[config.mk]
export PLATFORM = sky130hd
export DESIGN_NAME = mux10_flat
export DESIGN_NICKNAME = d
export VERILOG_FILES = /design/src/rtl/mux10_if.sv /design/src/rtl/mux10.sv /design/src/flat_wrapper.sv
export SDC_FILE = /design/constraint.sdc
export NUM_CORES = 1
export LEC_CHECK = 0
export ABC_AREA = 1
export CORE_AREA = 2 2 84 86
export CTS_BUF_LIST = sky130_fd_sc_hd__clkbuf_2 sky130_fd_sc_hd__clkbuf_4 sky130_fd_sc_hd__clkbuf_8
export CTS_CLUSTER_DIAMETER = 30
export CTS_CLUSTER_SIZE = 16
export DETAILED_ROUTE_END_ITERATION = 16
export DIE_AREA = 0 0 86 88
export PLACE_DENSITY_LB_ADDON = 0.1
export SYNTH_ARGS = -nofsm -noshare
export SYNTH_HDL_FRONTEND = slang
export SYNTH_SLANG_ARGS = --single-unit
export TNS_END_PERCENT = 50
[constraint.sdc]
create_clock -name clk -period 0.91 [get_ports clk]
set_clock_uncertainty 0.2 [all_clocks]
set_input_delay 0.182 -clock clk [delete_from_list [all_inputs] [get_ports clk]]
set_output_delay 0.182 -clock clk [all_outputs]
set_load 0.005 [all_outputs]
[src/rtl/mux10_if.sv]
// Bus bundle for the 10-way registered selector: ten data sources, select, enable, result.
// The parity signal exists only when MUX10_PARITY_EN is defined.
`timescale 1ns/1ps
interface mux10_if #(
  parameter int unsigned WIDTH = 16
);
  logic             en;
  logic [WIDTH-1:0] d0, d1, d2, d3, d4, d5, d6, d7, d8, d9;
  logic [3:0]       s;
  logic [WIDTH-1:0] y;
  logic             sel_err;
`ifdef MUX10_PARITY_EN
  logic             parity;

  modport master (
    output en, d0, d1, d2, d3, d4, d5, d6, d7, d8, d9, s,
    input  y, sel_err, parity
  );
  modport slave (
    input  en, d0, d1, d2, d3, d4, d5, d6, d7, d8, d9, s,
    output y, sel_err, parity
  );
`else
  modport master (
    output en, d0, d1, d2, d3, d4, d5, d6, d7, d8, d9, s,
    input  y, sel_err
  );
  modport slave (
    input  en, d0, d1, d2, d3, d4, d5, d6, d7, d8, d9, s,
    output y, sel_err
  );
`endif
endinterface

[src/rtl/mux10.sv]
// 10-way WIDTH-bit selector with registered output and out-of-range flag.
// Optional registered even parity of y when MUX10_PARITY_EN is defined.
`timescale 1ns/1ps
module mux10 #(
  parameter int unsigned      WIDTH    = 16,
  parameter logic [WIDTH-1:0] FILL_VAL = '0
) (
  input  logic   clk,
  input  logic   rst,
  mux10_if.slave bus
);

  logic [WIDTH-1:0] y_d, y_q;
  logic             sel_err_d, sel_err_q;

  // Plain case with a default: an X/Z select falls through to the fill path in 4-state sims.
  always_comb begin
    y_d       = FILL_VAL;
    sel_err_d = 1'b0;
    case (bus.s)
      4'd0:    y_d = bus.d0;
      4'd1:    y_d = bus.d1;
      4'd2:    y_d = bus.d2;
      4'd3:    y_d = bus.d3;
      4'd4:    y_d = bus.d4;
      4'd5:    y_d = bus.d5;
      4'd6:    y_d = bus.d6;
      4'd7:    y_d = bus.d7;
      4'd8:    y_d = bus.d8;
      4'd9:    y_d = bus.d9;
      default: begin
        y_d       = FILL_VAL;
        sel_err_d = 1'b1;
      end
    endcase
  end

  // Reset value is zero, deliberately not FILL_VAL.
  always_ff @(posedge clk or posedge rst) begin
    if (rst) begin
      y_q       <= '0;
      sel_err_q <= 1'b0;
    end else if (bus.en) begin
      y_q       <= y_d;
      sel_err_q <= sel_err_d;
    end
  end

  assign bus.y       = y_q;
  assign bus.sel_err = sel_err_q;

`ifdef MUX10_PARITY_EN
  logic parity_q;

  // Computed from the next y so parity always matches the registered word.
  always_ff @(posedge clk or posedge rst) begin
    if (rst) begin
      parity_q <= 1'b0;
    end else if (bus.en) begin
      parity_q <= ^y_d;
    end
  end

  assign bus.parity = parity_q;
`endif

endmodule

[src/flat_wrapper.sv]
// flat-port wrapper written by rule: the top's interface ports become plain ports
module mux10_flat 
#(
  parameter int unsigned      WIDTH    = 16,
  parameter logic [WIDTH-1:0] FILL_VAL = '0
)
  (clk, rst, bus_en, bus_d0, bus_d1, bus_d2, bus_d3, bus_d4, bus_d5, bus_d6, bus_d7, bus_d8, bus_d9, bus_s, bus_y, bus_sel_err);
  mux10_if #(.WIDTH(WIDTH)) bus_i ();
  input  logic clk;
  input  logic rst;
  input wire logic [$bits(bus_i.en)-1:0] bus_en;
  input wire logic [$bits(bus_i.d0)-1:0] bus_d0;
  input wire logic [$bits(bus_i.d1)-1:0] bus_d1;
  input wire logic [$bits(bus_i.d2)-1:0] bus_d2;
  input wire logic [$bits(bus_i.d3)-1:0] bus_d3;
  input wire logic [$bits(bus_i.d4)-1:0] bus_d4;
  input wire logic [$bits(bus_i.d5)-1:0] bus_d5;
  input wire logic [$bits(bus_i.d6)-1:0] bus_d6;
  input wire logic [$bits(bus_i.d7)-1:0] bus_d7;
  input wire logic [$bits(bus_i.d8)-1:0] bus_d8;
  input wire logic [$bits(bus_i.d9)-1:0] bus_d9;
  input wire logic [$bits(bus_i.s)-1:0] bus_s;
  output wire logic [$bits(bus_i.y)-1:0] bus_y;
  output wire logic [$bits(bus_i.sel_err)-1:0] bus_sel_err;
  assign bus_i.en = bus_en;
  assign bus_i.d0 = bus_d0;
  assign bus_i.d1 = bus_d1;
  assign bus_i.d2 = bus_d2;
  assign bus_i.d3 = bus_d3;
  assign bus_i.d4 = bus_d4;
  assign bus_i.d5 = bus_d5;
  assign bus_i.d6 = bus_d6;
  assign bus_i.d7 = bus_d7;
  assign bus_i.d8 = bus_d8;
  assign bus_i.d9 = bus_d9;
  assign bus_i.s = bus_s;
  assign bus_y = bus_i.y;
  assign bus_sel_err = bus_i.sel_err;
  mux10 #(.WIDTH(WIDTH), .FILL_VAL(FILL_VAL)) u_core (.clk(clk), .rst(rst), .bus(bus_i));
endmodule
# After elaboration in Yosys (flattened, before gate mapping)

Cells that the tools add are included.

Add/subtract/negate cells: 0
Order comparisons: 0
Mux-type cells: 2
Bitwise logic cells: 0
Div/mod/pow operators: 0
Multipliers: 0
Equal/unequal tests: 9
Shifts and indexed selects: 0
Reduce and logical (&&, ||, !) cells: 2

Operators with widths:

| cell                 | number |
|---|---|
| $pmux W16 S10        | 1 |
| $eq A4 B3 Y1 const B | 4 |
| $reduce_or A10 Y1    | 1 |
| $eq A4 B2 Y1 const B | 2 |
| $eq A4 B4 Y1 const B | 2 |
| $eq A4 B1 Y1 const B | 1 |
| $logic_not A4 Y1     | 1 |
| $mux W1              | 1 |

ROM bits: 0
Flip-flop bits (word level): 17
Output and inout port bits: 17
RAM bits: 0
Memories kept: 0
Word-level logic and storage cells: 15
Bits in latches: 0
Input port bits: 167

# Depth between registers and ports, before layout

Depth after elaboration: 3
Mapped depth: 9
Depth with buffers taken out: 9

# Least setup slack after synthesis

No wires, ideal clock.

Kind: input to register
From: in bus_en
To: reg u_core.y_q[0] (netlist: u_core.bus.y[0])
Library setup time: 117 ps
Data required time: 593 ps
Setup slack: -368 ps
Cell stages on the path: 5
Arrival time: 961 ps
Path buffers: 2
Cell sequence: clkbuf_1 clkinv_1 clkbuf_1 nand2_1 nand2_1

RTL lines:

| item                 | RTL line           | RTL |
|---|---|---|
| from (decl)          | flat_wrapper.sv:11 | `input wire logic [$bits(bus_i.en)-1:0] bus_en;` |
| to (signal assigned) | mux10.sv:44        | `y_q <= y_d;` |
| to (decl)            | mux10.sv:13        | `logic [WIDTH-1:0] y_d, y_q;` |

# Final worst setup path

From: in bus_s[2]
To: reg u_core.y_q[4] (netlist: u_core.bus.y[4])

Longest elaborated chain between the ends: 2
Elaborated cells on any way between the ends: 11
Classes of those cells: eq/ne (9); mux (1); reduce/logical (1)

RTL lines:

| item                                 | RTL line           | RTL |
|---|---|---|
| from (decl)                          | flat_wrapper.sv:22 | `input wire logic [$bits(bus_i.s)-1:0] bus_s;` |
| $eq A4 B4 Y1 (tied with other cells) | mux10.sv:20        | `case (bus.s)` |
| $pmux W16 S10 (*)                    | mux10.sv:20        |  |

Every way passes the cells marked *; elsewhere a longest branch is shown, timed or not.
A chain may end at the register's enable or synchronous reset.

==> metrics.txt <==
vias in the first global route=3533; area grow syn2layout=122%; Reg area=425 µm²; number of warnings issued by yosys=0; setup violators final=33; initial antenna violation count=0; floorplan row count=30; Cell variety after synth=13; DIE AREA=7570 µm²; CTS root buffer=clkbuf_8; most frequent cells in the layout=clkdlybuf4s50_1, nand2_1, nand3_1; Cells after Synth=422; status=finished with violations; synthesized area=2190 µm²; Tcrit/Tclk final=1.45; slowest CP cell=clkbuf_16; fmax=758 MHz; Initial Util=0.330; antenna cells=0; Fill cells=573; area of the multi-input gates=1820 µm²; crit path cell chain=buf_12, buf_6, inv_4, nor2_4, buf_12, clkbuf_16, nand3_2, nand2_2, nor2_2, nand3_1, nand2_1, nand2_1; most common cell after layout, fill and taps aside=clkdlybuf4s50_1; Util after Layout=0.732; failing checks=setup timing; DRC viols=0; slowest stage delay, CP=160 ps; Hold-fix buffers, CTS=0; Tmin final=1320 ps; Slew headroom=0.751; GR Util All Layers=0.278; maximum root-to-sink buffer count=2; # nets final=794; #FFs+latches synth=17; routability cong.=0.873; Pre-antenna DRT Iters=5; Final Max Tran Viols=0; R2R Setup Slk=-40 ps; core area=6640 µm²; crit end category=flip-flop; crit path max fanout=8; mean number of vias per cell=5.23; crit path launch type=input port; Critical Path RT=860 ps; total clock sinks=17; CTS tree=done; Avg Inst Size Synth=5.20 µm²; Worst Reg-to-Reg Cells=3; worst min path class=input port to async pin; Die Y=88 µm; RSZ-0062 raised after global routing=true; critical path's top delay family=buffers and inverters; register area share after synthesis=0.194; P per Cell Area=713 nW/µm²; Final WS setup=-409 ps; post-route ant nets=0; first-pass GRT wire length=16.6 mm; cell leakage power=0.00233 µW; Vias=3689; Routed WL per cell=16.6 µm; TritonCTS buffer count=3; Peak supply drop=0.000526 V; PnR Total Power=3460 µW; WP buf/inv=5; total gr overflow=0; IO Pins=184; pin count of the biggest net entering global routing=29; crit path kind=input port to flip-flop; dpl hpwl=8.06 mm; Port Buf Inserts=183; WP data arrival=1270 ps; Clock Latency Late Sink=250 ps; Tightest Pin Transition=373 ps; H-Tree Depth=1; Hold WS=32.8 ps; R2R Path Start=u_core.bus.y[6]$_DFFE_PP0P_; final wirelength=11.7 mm; syn nets=589; initial drt markers=238; reg2reg end=u_core.bus.y[6]$_DFFE_PP0P_; max-cap viol count=0; Hold Vio Cnt, Final=0; layout cells sized above 1=0.212; Worst-path clk slew=70 ps; die width=86 µm
## flip-flops by register name (all words and copies together), names as in the netlist
| register | flops |
|---|---|
| u_core.bus.sel_err | 1 |
| u_core.bus.y | 16 |
## metrics by stage
stage / setup slack, ps / setup TNS (ps) / instance area (µm²) / cells
finish: -409 / -10020 / 4860 / 706
global route: -457 / -11480 / 4860 / 706
CTS: -438 / -11240 / 4540 / 694
detailed placement: -1360 / -27250 / 4310 / 681
global placement: -1280 / -26300 / 4310 / 681
floorplan: -223 / -3500 / 2290 / 422
## cell families (layout without fill, tap and decap cells)
group / count (synthesis) / after routing / share of synthesized area
simple gates: 349 / 352 / 0.693
compound gates: 2 / 2 / 0.00456
flops: 17 / 17 / 0.194
buf+inv: 54 / 255 / 0.109
## how the worst max path moves through the flow
| stage | end | slack (ps) | start | cells after the start |
|---|---|---|---|---|
| 2_1_floorplan | u_core.bus.y[11]$_DFFE_PP0P_ | -220 | bus_s[3] | 9 |
| 3_3_place_gp | u_core.bus.y[3]$_DFFE_PP0P_ | -1280 | bus_s[3] | 8 |
| 3_5_place_dp | u_core.bus.y[1]$_DFFE_PP0P_ | -1360 | bus_s[3] | 8 |
| 4_1_cts | u_core.bus.y[1]$_DFFE_PP0P_ | -440 | bus_s[3] | 11 |
| 6_report | u_core.bus.y[4]$_DFFE_PP0P_ | -410 | bus_s[2] | 12 |
| 5_1_grt | u_core.bus.y[11]$_DFFE_PP0P_ | -460 | bus_s[2] | 9 |
## tightest hold or removal path, cell delays in order
cell,delay (ps)
clkdlybuf4s50_1,390
inv_1,90
buf_12,160
## layer usage
layer  track usage  share of wire  wire [µm]
met2         0.538           0.51       5980
met3        0.0537          0.097       1130
met1         0.302           0.37       4270
met4        0.0895          0.027        310
met5             0              0          0
## final cells by class
cell class / instances / share of cell area
Multi-Input combinational cell: 354 / 0.374
Sequential cell: 17 / 0.0875
Inverter: 23 / 0.0193
Tap cell: 80 / 0.0206
Clock buffer: 4 / 0.0100
Timing Repair Buffer: 228 / 0.488
## cell usage after synthesis
cell	count	area [µm²]
nand3_1	160	801
nand2_1	149	559
nor2_1	38	143
buf_2	23	115
inv_1	19	71.3
dfrtp_1	17	425
clkbuf_1	6	22.5
inv_2	3	11.3
buf_4	2	15.0
o21ai_0	2	10.0
clkinv_1	1	3.75
nor2_2	1	6.26
nor2_4	1	11.3
## report_power, final
group | internal, µW | switching, µW
Combinational | 1150 | 785
Sequential | 853 | 63.2
Clock | 341 | 268
## what timing repair did
item	in CTS	in global routing
setup buffers	6	5
endpoints found under the setup margin	34	33
gates resized for setup	102	58
pin swaps	15	44
cloned	3	7
No activity file was read; power rests on OpenSTA's default activity.
